==> config.mk <==
export PLATFORM = sky130hd
export DESIGN_NAME = lockstep_monitor
export DESIGN_NICKNAME = d
export VERILOG_FILES = /design/src/rtl/lockstep_monitor.sv
export SDC_FILE = /design/constraint.sdc
export NUM_CORES = 1
export LEC_CHECK = 0
export ABC_AREA = 1
export CAP_MARGIN = 10
export CORE_AREA = 2 2 82 84
export CTS_CLUSTER_DIAMETER = 60
export CTS_CLUSTER_SIZE = 12
export DETAILED_ROUTE_END_ITERATION = 10
export DIE_AREA = 0 0 84 86
export MAX_ROUTING_LAYER = met4
export PLACE_DENSITY_LB_ADDON = 0.12
export SYNTH_ARGS = -nofsm -noshare
export SYNTH_HDL_FRONTEND = slang
export SYNTH_SLANG_ARGS = --single-unit
==> constraint.sdc <==
create_clock -name s_clk_i -period 1.9 [get_ports s_clk_i]
set_input_delay 0.285 -clock s_clk_i [delete_from_list [all_inputs] [get_ports s_clk_i]]
set_output_delay 0.285 -clock s_clk_i [all_outputs]
set_load 0.01 [all_outputs]
==> src/rtl/lockstep_monitor.sv <==
// Replica comparator/voter: forwards a resolved bundle, attributes faults, counts discrepancies
// and pulses the discrepancy reset. Optional majority voting is enabled by LOCKSTEP_VOTE_EN.
module lockstep_monitor #(
  parameter int WIDTH      = 32,
  parameter int REPLICAS   = 3,
  parameter int TOLERANCE  = 0,
  parameter int RST_CYCLES = 4,
  parameter int CNT_W      = 8
) (
  input  logic                      s_clk_i,
  input  logic                      s_rst_i,
  input  logic                      s_valid_i,
  input  logic [REPLICAS*WIDTH-1:0] s_data_i,
  input  logic                      s_clear_i,
  output logic [WIDTH-1:0]          s_data_o,
  output logic [REPLICAS-1:0]       s_fault_o,
  output logic [CNT_W-1:0]          s_err_cnt_o,
  output logic                      s_hrdmax_rst_o
);

  localparam int RUN_W   = $clog2(TOLERANCE + 2);
  localparam int PULSE_W = $clog2(RST_CYCLES + 1);

  typedef enum logic [1:0] {ST_OK, ST_SUSPECT, ST_RST} state_t;

  state_t               state, state_nxt;
  logic [RUN_W-1:0]     run, run_nxt;
  logic [PULSE_W-1:0]   pulse, pulse_nxt;
  logic [REPLICAS-1:0]  fault_nxt;
  logic [CNT_W-1:0]     cnt_nxt;

  logic                 all_eq;
  logic                 corr;
  logic [REPLICAS-1:0]  minority;
  logic [WIDTH-1:0]     voted;
  logic                 uncorr;

  always_comb begin
    all_eq = 1'b1;
    for (int k = 1; k < REPLICAS; k++) begin
      if (s_data_i[k*WIDTH +: WIDTH] != s_data_i[0 +: WIDTH]) all_eq = 1'b0;
    end
  end

`ifdef LOCKSTEP_VOTE_EN
  if (REPLICAS == 3) begin : g_vote
    logic [WIDTH-1:0] r0, r1, r2;
    assign r0 = s_data_i[0 +: WIDTH];
    assign r1 = s_data_i[WIDTH +: WIDTH];
    assign r2 = s_data_i[2*WIDTH +: WIDTH];

    // With all_eq false, at most one of these pairings can hold.
    always_comb begin
      corr     = 1'b0;
      minority = '0;
      voted    = r0;
      if (!all_eq) begin
        if (r0 == r1) begin
          corr = 1'b1; minority[2] = 1'b1;
        end else if (r0 == r2) begin
          corr = 1'b1; minority[1] = 1'b1;
        end else if (r1 == r2) begin
          corr = 1'b1; minority[0] = 1'b1; voted = r1;
        end
      end
    end
  end else begin : g_novote
    assign corr     = 1'b0;
    assign minority = '0;
    assign voted    = s_data_i[0 +: WIDTH];
  end
`else
  assign corr     = 1'b0;
  assign minority = '0;
  assign voted    = s_data_i[0 +: WIDTH];
`endif

  assign s_data_o = voted;
  assign uncorr   = s_valid_i & ~all_eq & ~corr;

  always_comb begin
    state_nxt = state;
    run_nxt   = run;
    pulse_nxt = pulse;
    fault_nxt = s_clear_i ? '0 : s_fault_o;
    cnt_nxt   = s_clear_i ? '0 : s_err_cnt_o;
    case (state)
      ST_RST: begin
        if (pulse <= PULSE_W'(1)) begin
          state_nxt = ST_OK;
          run_nxt   = '0;
          pulse_nxt = '0;
        end else begin
          pulse_nxt = pulse - 1'b1;
        end
      end
      default: begin
        if (s_valid_i && !all_eq) begin
          if (cnt_nxt != '1) cnt_nxt = cnt_nxt + 1'b1;
          fault_nxt = fault_nxt | (corr ? minority : '1);
        end
        if (uncorr) begin
          if (int'(run) + 1 > TOLERANCE) begin
            state_nxt = ST_RST;
            pulse_nxt = PULSE_W'(RST_CYCLES);
            run_nxt   = '0;
          end else begin
            state_nxt = ST_SUSPECT;
            run_nxt   = run + 1'b1;
          end
        end else if (s_valid_i) begin
          state_nxt = ST_OK;
          run_nxt   = '0;
        end
      end
    endcase
  end

  always_ff @(posedge s_clk_i) begin
    if (s_rst_i) begin
      state          <= ST_OK;
      run            <= '0;
      pulse          <= '0;
      s_fault_o      <= '0;
      s_err_cnt_o    <= '0;
      s_hrdmax_rst_o <= 1'b0;
    end else begin
      state          <= state_nxt;
      run            <= run_nxt;
      pulse          <= pulse_nxt;
      s_fault_o      <= fault_nxt;
      s_err_cnt_o    <= cnt_nxt;
      s_hrdmax_rst_o <= (state_nxt == ST_RST);
    end
  end

endmodule

==> reports/metrics.csv <==
stage,metric,value,unit
place,place_hpwl,5740,um
floorplanning,num_io_pins,144,
route,antenna_violating_nets_post_route,0,
place,port-buffer-count,143,
logic_synthesis,syn_inst_count,477,
critical_path,crit_arrival,1900,ps
job,cap_violations,0,
logic_synthesis,synth_simple_gate_area_share,49.9,%
hold_path,whs_path_depth,2,
logic_synthesis,synthesis.area,0.00233,mm2
final_layout,areaGrowthSynthToFinish,65.8,%
sta,share_of_the_clock_period_used_by_the_worst_path_after_layout,92.4,%
critical_path,timing.critical_path.buf_inv,2,
cts,cts_buffer_depth,2,
critical_path,timing.critical_path.cells,clkdlybuf4s50_1 > inv_1 > nand2_1 > nand2_1 > nor2_1 > nand2_1 > nor2_1 > nand2_1 > nor2_2 > nand2_4 > nand2_4 > nand3_1 > nand2_1 > nor2_1,
sta,worst_slew_pin_slew,378,ps
floorplanning,die_height,86,um
logic_synthesis,yosys_warnings,0,
final_layout,layout.cell_area.non_filler,0.00386,mm2
cts,clock_latency,250,ps
route,num_vias,2897,
sta,timing.final.hold_violations,0,
critical_path,timing.reg2reg.setup_slack,210,ps
logic_synthesis,synth_flop_cell,dfxtp_1,
floorplanning,fp.dieW,84,um
critical_path,r2r_cells,12,
place,pre_cts_ws,-282,ps
logic_synthesis,number_of_distinct_library_cells_after_synthesis,21,
grt,gr-total-overflow,0,
grt,first_global_vias,2627,
sta,finalWorstPathRequiredPeriod,1760,ps
place,gpl.final_weighted_congestion,0.831,
critical_path,cp_top_family,simple AND/OR/NAND/NOR gates,
cts,clock_buffers_created_by_tritoncts,3,
route,first_iter_violations,60,
grt,grt_max_degree,11,
route,routed_wire_per_std_cell,9.73,um
place,dpl-instance-area,0.00374,mm2
power_and_ir_drop,leakage_component_of_the_power,2.30,nW
route,postRouteWirelength,6680,um
hold_path,min_to,state[0],
sta,timing.setup.tns,0,ps
grt,grt_usage,18.3,%
logic_synthesis,synth.avg_cell_area,4.88,um2
power_and_ir_drop,power_per_cell_area,336,mW/mm2
power_and_ir_drop,ir_drop,400,uV
outcome,outcome,"complete, no violations",
logic_synthesis,post_synth_main_area_contributors,"nand2_1 (33%), inv_1 (16%), dfxtp_1 (15%)",
cts,cts_tree,done,
critical_path,critical_path.endpoint_type,register,
grt,grt_first_pass_wirelength,10800,um
logic_synthesis,synth.most_common_cell,nand2_1,
cts,cts.sink_count,17,
critical_path,worst_path_max_delay_cell,clkdlybuf4s50_1,
sta,worst_hold_slack,465,ps
cts,cts.reportedPaths.clkPinSlew,60,ps
critical_path,critical_path_class,in -> reg,
critical_path,timing.critical_path.fanout_max,7,
sta,achievable-frequency,0.569,GHz
final_layout,number_of_diodes,0,
logic_synthesis,post_synth_most_frequent_cells,"nand2_1 (207), inv_1 (97), nor2_1 (60), buf_4 (32), dfxtp_1 (17)",
final_layout,nets,714,
logic_synthesis,synth_enable_flop_cells,0,
grt,grt_antenna_before_repair,0,
sta,final-setup-viol-count,0,
logic_synthesis,synth_largest_type_area_fraction,33.4,%
sta,clock_skew,6.07,ps
critical_path,critical_path.reg2reg.endpoint,s_err_cnt_o[5],
logic_synthesis,synthesis.nets,580,
hold_path,timing.hold.worst.start,state[0],
hold_path,hold_class,reg -> reg,
logic_synthesis,synth_mux_area_share,0,%
logic_synthesis,area_fraction_in_compound_gates_after_synthesis,3.55,%
sta,timing_max_transition_violations_final,0,
critical_path,rr_startpoint,s_err_cnt_o[1],
critical_path,worst_setup_path_start_kind,input port,
route,route.detailed.vias_per_inst,4.22,
route,drc_errors,0,
logic_synthesis,synth-xor-area-share,2.26,%
sta,slew-limit-headroom,74.7,%
floorplanning,floorplan_core_area,0.00628,mm2
logic_synthesis,synth.largest_area_cell,nand2_1,
sta,fin_ws,144,ps
cts,h-tree-depth,1,
critical_path,cp_slowest_stage_delay,530,ps
critical_path,critPathRequiredTime,2040,ps
floorplanning,rows,29,
logic_synthesis,synth.ff_latch_count,17,
final_layout,post_route_cells_drive_above_1_share,7.54,%
critical_path,path_common_cell,nand2_1,
route,detailedRoute.firstPassIterationCount,4,
cts,root_buffer,clkbuf_8,
final_layout,fillCellCount,629,
logic_synthesis,synth_adder_area_share,1.61,%
floorplanning,initial_core_util,37.1,%
floorplanning,floorplan.die_area,0.00722,mm2
logic_synthesis,synth_seq_area_share,14.6,%
logic_synthesis,ys_async_sr_fraction,0,%
logic_synthesis,combinational_family_with_the_most_area_after_synthesis,simple AND/OR/NAND/NOR gates,
==> worst min-delay path, stage by stage, from the launching register on <==
cell and delay [ps]:
dfxtp_1 310, nand2_1 80, nor2_1 40
==> logic make-up (layout without fill, tap and decap cells) <==
kind of cell | count (synthesis) | after routing
AO/OA/AOI/OAI | 15 | 15
XOR/XNOR | 6 | 6
adder cells (fa/ha/maj) | 3 | 3
flip-flops | 17 | 17
AND/OR/NAND/NOR | 294 | 294
buffers and inverters | 142 | 275
==> report_power, final <==
| part | leakage (nW) | switching, mW | internal [mW] |
|---|---|---|---|
| logic | 2.13 | 0.274 | 0.366 |
| clock network | 0.0228 | 0.125 | 0.149 |
| registers | 0.139 | 0.0108 | 0.374 |
==> metal layers <==
metal	share of wire, %	up-vias	routed length [um]	track usage, %
met5	0	-	0	-
met4	0.12	0	8	1.03
met3	5.8	2	390	3.18
met2	48	98	3210	33.8
met1	46	1190	3070	21.7
li1	-	1607	-	-
==> metrics by stage <==
step	power [mW]	instances	utilization (%)
5_1_grt	1.40	687	61.5
2_1_floorplan	0.682	477	-
3_5_place_dp	1.04	681	59.5
3_3_place_gp	1.02	681	59.5
4_1_cts	1.31	685	60.3
6_report	1.30	687	61.5
==> state kept, by name, indices dropped and copies added, names as in the netlist <==
register        count
s_err_cnt_o         8
pulse               3
s_fault_o           3
state               2
s_hrdmax_rst_o      1
==> cell type report <==
class	count	area, um2	area share [%]
clock buffers	4	45.0	1.17
inverters	110	413	10.7
multi-input cells	318	1350	35.0
flip-flops and latches	17	340	8.82
well taps	77	96.3	2.50
repair buffers	161	1610	41.8
==> placed cells by master (no fill, tap or decap), types with 8 or more instances in the layout <==
master / instances
a21oi_1: 8
buf_4: 18
clkdlybuf4s50_1: 123
dfxtp_1: 17
dlymetal6s2s_1: 19
inv_1: 97
inv_2: 12
nand2_1: 207
nand3_1: 11
nor2_1: 57
==> what timing repair did <==
item | CTS | global route
hold buffers | 0 | 0
hold endpoints to repair | 0 | 0
pin swaps | 0 | 6
setup endpoints to repair | 2 | 16
gates resized for setup | 2 | 23
buffers inserted | 0 | 2
==> worst max-delay path by stage <==
stage	slack [ps]	endpoint	from	cells past startpoint
floorplan	320	s_err_cnt_o[4]	s_err_cnt_o[0]	12
global placement	-230	s_hrdmax_rst_o	s_data_i[18]	14
detailed placement	-280	state[1]	s_data_i[18]	14
CTS	30	s_hrdmax_rst_o	s_data_i[19]	14
global route	-30	s_err_cnt_o[4]	s_err_cnt_o[0]	12
finish	140	s_hrdmax_rst_o	s_data_i[6]	14
Note: power is estimated with default switching activity, not from simulation.
